File: src/rtl/roberto_pkg.sv
// Shared constants and the receiver state encodings used by the hex debug display.
package roberto_pkg;

  localparam int         CLKS_PER_BIT_DEFAULT = 434;
  localparam logic [6:0] ASCII_TERMINADOR     = 7'h23;

  typedef enum logic [3:0] {
    ST_OCIOSO   = 4'd0,
    ST_INICIO   = 4'd1,
    ST_DADOS    = 4'd2,
    ST_PARIDADE = 4'd3,
    ST_STOP1    = 4'd4,
    ST_STOP2    = 4'd5,
    ST_AVALIA   = 4'd6
  } estado_t;

endpackage

File: src/rtl/rx_serial_7E2.sv
// 7E2 UART character receiver: 2-flop synchroniser, centre-sampling bit timer, byte FSM.
// dado_ok/dado_erro pulse combinationally on the stop2 sample cycle; no backpressure.
module rx_serial_7E2
  import roberto_pkg::*;
#(
  parameter int CLKS_PER_BIT = CLKS_PER_BIT_DEFAULT
) (
  input  logic       clock,
  input  logic       reset,
  input  logic       rx,
  output logic [6:0] dado,
  output logic       dado_ok,
  output logic       dado_erro,
  output logic [3:0] db_estado
);

  localparam int            TW     = (CLKS_PER_BIT > 2) ? $clog2(CLKS_PER_BIT) : 1;
  localparam logic [TW-1:0] T_BIT  = TW'(CLKS_PER_BIT - 1);
  localparam logic [TW-1:0] T_HALF = TW'(CLKS_PER_BIT / 2 - 1);

  logic          rx_meta, rx_sync, rx_prev;
  estado_t       state_q, state_d;
  logic [TW-1:0] timer_q, timer_d;
  logic [6:0]    shreg_q, shreg_d;
  logic [2:0]    idx_q, idx_d;
  logic          par_err_q, par_err_d;
  logic          frm_err_q, frm_err_d;
  logic          tick, fim;

  always_ff @(posedge clock or posedge reset) begin
    if (reset) begin
      rx_meta <= 1'b1;
      rx_sync <= 1'b1;
      rx_prev <= 1'b1;
    end else begin
      rx_meta <= rx;
      rx_sync <= rx_meta;
      rx_prev <= rx_sync;
    end
  end

  always_ff @(posedge clock or posedge reset) begin
    if (reset) begin
      state_q   <= ST_OCIOSO;
      timer_q   <= '0;
      shreg_q   <= '0;
      idx_q     <= '0;
      par_err_q <= 1'b0;
      frm_err_q <= 1'b0;
    end else begin
      state_q   <= state_d;
      timer_q   <= timer_d;
      shreg_q   <= shreg_d;
      idx_q     <= idx_d;
      par_err_q <= par_err_d;
      frm_err_q <= frm_err_d;
    end
  end

  assign tick = (timer_q == '0);

  always_comb begin
    state_d   = state_q;
    timer_d   = tick ? '0 : timer_q - 1'b1;
    shreg_d   = shreg_q;
    idx_d     = idx_q;
    par_err_d = par_err_q;
    frm_err_d = frm_err_q;
    fim       = 1'b0;
    case (state_q)
      ST_OCIOSO: begin
        timer_d = '0;
        if (rx_prev && !rx_sync) begin
          state_d   = ST_INICIO;
          timer_d   = T_HALF;
          idx_d     = '0;
          par_err_d = 1'b0;
          frm_err_d = 1'b0;
        end
      end
      ST_INICIO: begin
        // A start bit that is high again at its centre was only a glitch.
        if (tick) begin
          timer_d = T_BIT;
          state_d = rx_sync ? ST_OCIOSO : ST_DADOS;
        end
      end
      ST_DADOS: begin
        if (tick) begin
          shreg_d = {rx_sync, shreg_q[6:1]};
          timer_d = T_BIT;
          if (idx_q == 3'd6) state_d = ST_PARIDADE;
          else               idx_d   = idx_q + 3'd1;
        end
      end
      ST_PARIDADE: begin
        if (tick) begin
          par_err_d = ^{rx_sync, shreg_q};
          timer_d   = T_BIT;
          state_d   = ST_STOP1;
        end
      end
      ST_STOP1: begin
        if (tick) begin
          frm_err_d = !rx_sync;
          timer_d   = T_BIT;
          state_d   = ST_STOP2;
        end
      end
      ST_STOP2: begin
        if (tick) begin
          frm_err_d = frm_err_q | !rx_sync;
          fim       = 1'b1;
          state_d   = ST_AVALIA;
        end
      end
      ST_AVALIA: state_d = ST_OCIOSO;
      default:   state_d = ST_OCIOSO;
    endcase
  end

  assign dado      = shreg_q;
  assign dado_ok   = fim && !par_err_q && !frm_err_d;
  assign dado_erro = fim && (par_err_q || frm_err_d);
  assign db_estado = state_q;

endmodule

File: src/rtl/rx_comando_serial.sv
// Serial command receiver: assembles N_CHARS characters ended by '#', pulses pronto or erro in avalia.
// Outputs update on the edge that raises pronto; the serial line cannot be backpressured.
module rx_comando_serial
  import roberto_pkg::*;
#(
  parameter int CLKS_PER_BIT = CLKS_PER_BIT_DEFAULT,
  parameter int N_CHARS      = 3
) (
  input  logic       clock,
  input  logic       reset,
  input  logic       RX,
  output logic [6:0] dado_recebido_1,
  output logic [6:0] dado_recebido_2,
  output logic [6:0] dado_recebido_3,
  output logic       pronto,
  output logic       erro,
  output logic [3:0] db_estado
);

  localparam int           NW    = $clog2(N_CHARS + 1);
  localparam logic [NW-1:0] N_MAX = NW'(N_CHARS);

  logic [6:0]    dado;
  logic          dado_ok, dado_erro;
  logic [6:0]    cmd_buf [N_CHARS];
  logic [NW-1:0] n_q;
  logic          excesso_q;

  rx_serial_7E2 #(
    .CLKS_PER_BIT (CLKS_PER_BIT)
  ) u_rx (
    .clock     (clock),
    .reset     (reset),
    .rx        (RX),
    .dado      (dado),
    .dado_ok   (dado_ok),
    .dado_erro (dado_erro),
    .db_estado (db_estado)
  );

  always_ff @(posedge clock or posedge reset) begin
    if (reset) begin
      n_q             <= '0;
      excesso_q       <= 1'b0;
      pronto          <= 1'b0;
      erro            <= 1'b0;
      dado_recebido_1 <= '0;
      dado_recebido_2 <= '0;
      dado_recebido_3 <= '0;
      for (int i = 0; i < N_CHARS; i++) cmd_buf[i] <= '0;
    end else begin
      pronto <= 1'b0;
      erro   <= 1'b0;
      if (dado_erro) begin
        erro      <= 1'b1;
        n_q       <= '0;
        excesso_q <= 1'b0;
      end else if (dado_ok) begin
        if (dado == ASCII_TERMINADOR) begin
          n_q       <= '0;
          excesso_q <= 1'b0;
          if (n_q == N_MAX && !excesso_q) begin
            pronto          <= 1'b1;
            dado_recebido_1 <= cmd_buf[0];
            dado_recebido_2 <= cmd_buf[1];
            dado_recebido_3 <= cmd_buf[2];
          end else begin
            erro <= 1'b1;
          end
        end else if (n_q < N_MAX) begin
          cmd_buf[n_q] <= dado;
          n_q          <= n_q + 1'b1;
        end else begin
          // Too many characters: remembered so the eventual '#' is rejected.
          excesso_q <= 1'b1;
        end
      end
    end
  end

endmodule

File: config.mk
export PLATFORM = sky130hd
export DESIGN_NAME = rx_comando_serial
export DESIGN_NICKNAME = d
export VERILOG_FILES = /design/src/rtl/roberto_pkg.sv /design/src/rtl/rx_serial_7E2.sv /design/src/rtl/rx_comando_serial.sv
export SDC_FILE = /design/constraint.sdc
export NUM_CORES = 1
export LEC_CHECK = 0
export CORE_MARGIN = 2
export CORE_UTILIZATION = 35
export CTS_BUF_LIST = sky130_fd_sc_hd__clkbuf_8
export DETAILED_ROUTE_END_ITERATION = 10
export PLACE_DENSITY = 0.51
export SYNTH_ARGS = -nofsm -noshare
export SYNTH_HDL_FRONTEND = slang
export SYNTH_SLANG_ARGS = --single-unit
File: constraint.sdc
create_clock -name clock -period 3.25 [get_ports clock]
set_input_delay 0.325 -clock clock [delete_from_list [all_inputs] [get_ports clock]]
set_output_delay 0.325 -clock clock [all_outputs]
set_load 0.005 [all_outputs]
==> summary.md <==
| Metric | Value |
|---|---|
| Worst r2r dst | `dado_recebido_1[5]` |
| Pwr Density | `558.9 nW/um^2` |
| Final clock skew | `roughly 0.013 ns` |
| YS warnings | `0` |
| Mapped Cells | `266` |
| CP Class | `reg -> reg` |
| Antenna viol nets, final | `0` |
| WP data required | `3.49 ns` |
| Chip height | `a little over 100 um` |
| CTS tree | `yes` |
| Reg2Reg Launch Point | `u_rx.timer_q[0]` |
| CTS HTree Levels | `3` |
| Final period util | `between 90% and 100%` |
| CP startpoint kind | `flop` |
| Crit-path cells | `inv_1 -> ha_1 -> or3b_1 -> or3_4 -> o311ai_4 -> or4b_4 -> mux2_4` |
| Die W | `102.4 um` |
| Max-cap violations | `0` |
| Fin crit period | `2.997 ns` |
| Endpoints failing hold | `0` |
| Max Transition Viols Final | `0` |
| Clock-pin slew on the worst setup and hold paths | `around 0.08 ns` |
| Top cell type's share of synthesized area | `52.42%` |
| Largest stage delay, worst path | `0.72 ns` |
| CTS sink count | `74` |
| Remaining DRCs | `0` |
| Netlist cell types | `46` |
| Post-CTS Setup Bufs | `0` |
| Primary FF master, synth | `dfrtp_1` |
| Setup TNS Final | `0 ns` |
| Setup violations, final | `0` |
| Internal | `0.001581 W` |
| Root Driver | `clkbuf_8` |
| Worst EP arrival | `3.23 ns` |
| Highest fanout seen on the critical path | `21` |
| Top cells by count, synth | `dfrtp_1, mux2_2, mux2_4` |
| Post-synth EDFFs | `0` |
| WL final | `about 6300 um` |
| Relative slew slack | `roughly three fifths` |
| Yosys reg bits | `74` |
| Number of global-route vias before repair | `about 2,100` |
| Cell taking the most area after synthesis | `dfrtp_1` |
| Clock buffer depth | `2` |
| Worst Hold Depth | `0` |
| IO Count | `30` |
| Switching power total | `0.0006915 W` |
| DRT iter0 DRCs | `64` |
| DPL Wire Length | `4396 um` |
| Sw Ratio | `30.43%` |
| Status | `completed` |
| Die area | `10,490 um^2` |
| Fraction of layout cells with a size suffix above 1 | `between 20% and 30%` |
| Min-delay src | `u_rx.rx_meta` |
| Number of port buffers | `28` |
| Ys async rst share | `100.0%` |
| Syn avg cell area | `roughly 13 um^2` |
| Layout fillers | `905` |
| Total GRT Usage | `13.73%` |
| Measured slew at the worst slew-check pin | `0.6251 ns` |
| Largest net degree at the start of global routing | `47` |
| Leak | `1.912 nW` |
| Antenna cells | `0` |
| Routed len/inst | `14.26 um` |
| Rows | `35` |
| Most common cell in the netlist | `dfrtp_1` |
| Hold Path End | `u_rx.rx_sync` |
| Unrepaired setup endpoints after global routing | `no` |
| FF-to-FF path depth | `7` |
| Peak VDD IR | `0.2372 mV` |
| First-pass GRT wire length | `between 10,000 and 15,000 um` |
| Vias | `approximately 2,100` |
| Worst hold slack | `0.3586 ns` |
| Total grt overflow | `0` |
| Core area | `9328 um^2` |
| Slack of the worst reg-to-reg path | `0.25 ns` |
| Logic pwr share | `between 10% and 20%` |
| Starting Density | `~36%` |
| Synth area leaders | `dfrtp_1, mux2_2, mux2_4, ha_1, dfstp_2` |
| Max Fclk | `333.7 MHz` |
| GPL Wtd Cong | `a little over 0.8` |
| Seq/Total Area, Yosys | `a little over half` |
| Clk network pwr share | `32.6%` |
| Synthesized Nets | `279` |
| Worst path slowest cell | `or4b_4` |
| Cts hold-fix bufs | `0` |
| Mapped Area | `3390 um^2` |
| # resized after CTS | `0` |
| Type of destination of the critical path | `flop` |
| Sequential power share | `~48%` |
| Initial antenna violation count | `0` |
| # nets final | `318` |
| Worst-Skew Late Latency | `0.35 ns` |
| Vias/cell | `4.756` |
| Layout area overhead | `19.93%` |
| Hold Crit Class | `reg -> reg` |
| TritonCTS Buffers | `9` |
| Initial DRT Pass Iterations | `4` |
-- area by class of cell --
type                    count  area [um^2]  share of cell area (%)
clock buffers               9        123.9                   3.047
clock inverters             7        82.58                   2.031
inverters                  11        41.29                   1.016
multi-input cells         172         1440                   35.43
flip-flops and latches     74         1856                   45.64
well taps                 129        161.4                   3.970
repair buffers             37        360.3                   8.864
-- critical path, delay by kind of cell, from the launching register on --
| family | cells | cell delay, ns |
|---|---|---|
| flops | 1 | 0.41 |
| compound gates | 1 | 0.25 |
| simple gates | 3 | 1.60 |
| mux | 1 | 0.37 |
| fa+ha+maj | 1 | 0.18 |
| buf+inv | 1 | 0.07 |
-- power by group through the flow --
stage,Sequential [W],Combinational [W],Clock (W)
finish,0.00109,0.000443,0.000741
global route,0.00110,0.000514,0.000817
CTS,0.00109,0.000451,0.000772
detailed placement,0.00111,0.000448,0
global placement,0.00111,0.000447,0
floorplan,0.00109,0.000320,0
-- worst max-delay path by stage --
stage	from	to	cells after the start
finish	u_rx.timer_q[0]	dado_recebido_1[5]	7
global placement	u_rx.timer_q[0]	dado_recebido_3[1]	7
detailed placement	u_rx.timer_q[0]	dado_recebido_3[3]	7
global route	u_rx.timer_q[0]	dado_recebido_1[5]	7
floorplan	u_rx.timer_q[0]	dado_recebido_1[0]	8
CTS	u_rx.timer_q[0]	dado_recebido_3[6]	7
-- per-layer routing --
layer	GRT usage [%]	share of wire (%)
met5	0	0
met1	19.83	52
met3	4.036	3.1
met2	19.28	44
met4	5.538	0.97
-- registers in the layout, indices dropped and copies added, names as in the netlist, 3 cells and up --
signal,flops
dado_recebido_1,7
cmd_buf,21
u_rx.db_estado,3
u_rx.dado,7
u_rx.timer_q,9
dado_recebido_2,7
dado_recebido_3,7
u_rx.idx_q,3
-- metrics by stage --
step           std cells  total power, W  cell area, um^2  util (%)  worst slack [ns]
2_1_floorplan        266        0.001411             3390         -            0.4669
3_3_place_gp         423        0.001553             3859     41.37            0.3078
3_5_place_dp         423        0.001554             3859     41.37            0.2497
4_1_cts              439        0.002311             4065     43.58            0.2411
5_1_grt              439        0.002434             4065     43.58            0.1193
6_report             439        0.002272             4065     43.58            0.2530
-- cell families after synthesis --
| kind of cell | share of synthesized area, % |
|---|---|
| buffers and inverters | 2.769 |
| adders and majority gates | 3.691 |
| xor gates and xnor gates | 2.067 |
| DFF | 54.74 |
| muxes | 18.42 |
| other | 0.1106 |
| and+or+nand+nor | 10.89 |
| AOI/OAI and AO/OA | 7.309 |
-- layout by cell type, fill, tap and decap left out, types with 4 or more instances in the layout --
cell,instances
dfrtp_1,71
clkdlybuf4s50_1,28
mux2_2,27
mux2_4,20
nand2_1,16
nor2_1,15
a21oi_1,11
inv_1,10
o21ai_0,10
ha_1,10
clkbuf_8,9
buf_4,8
xnor2_1,7
nand2b_1,6
nand3_1,6
a211oi_1,4
No activity file was read; power rests on OpenSTA's default activity.
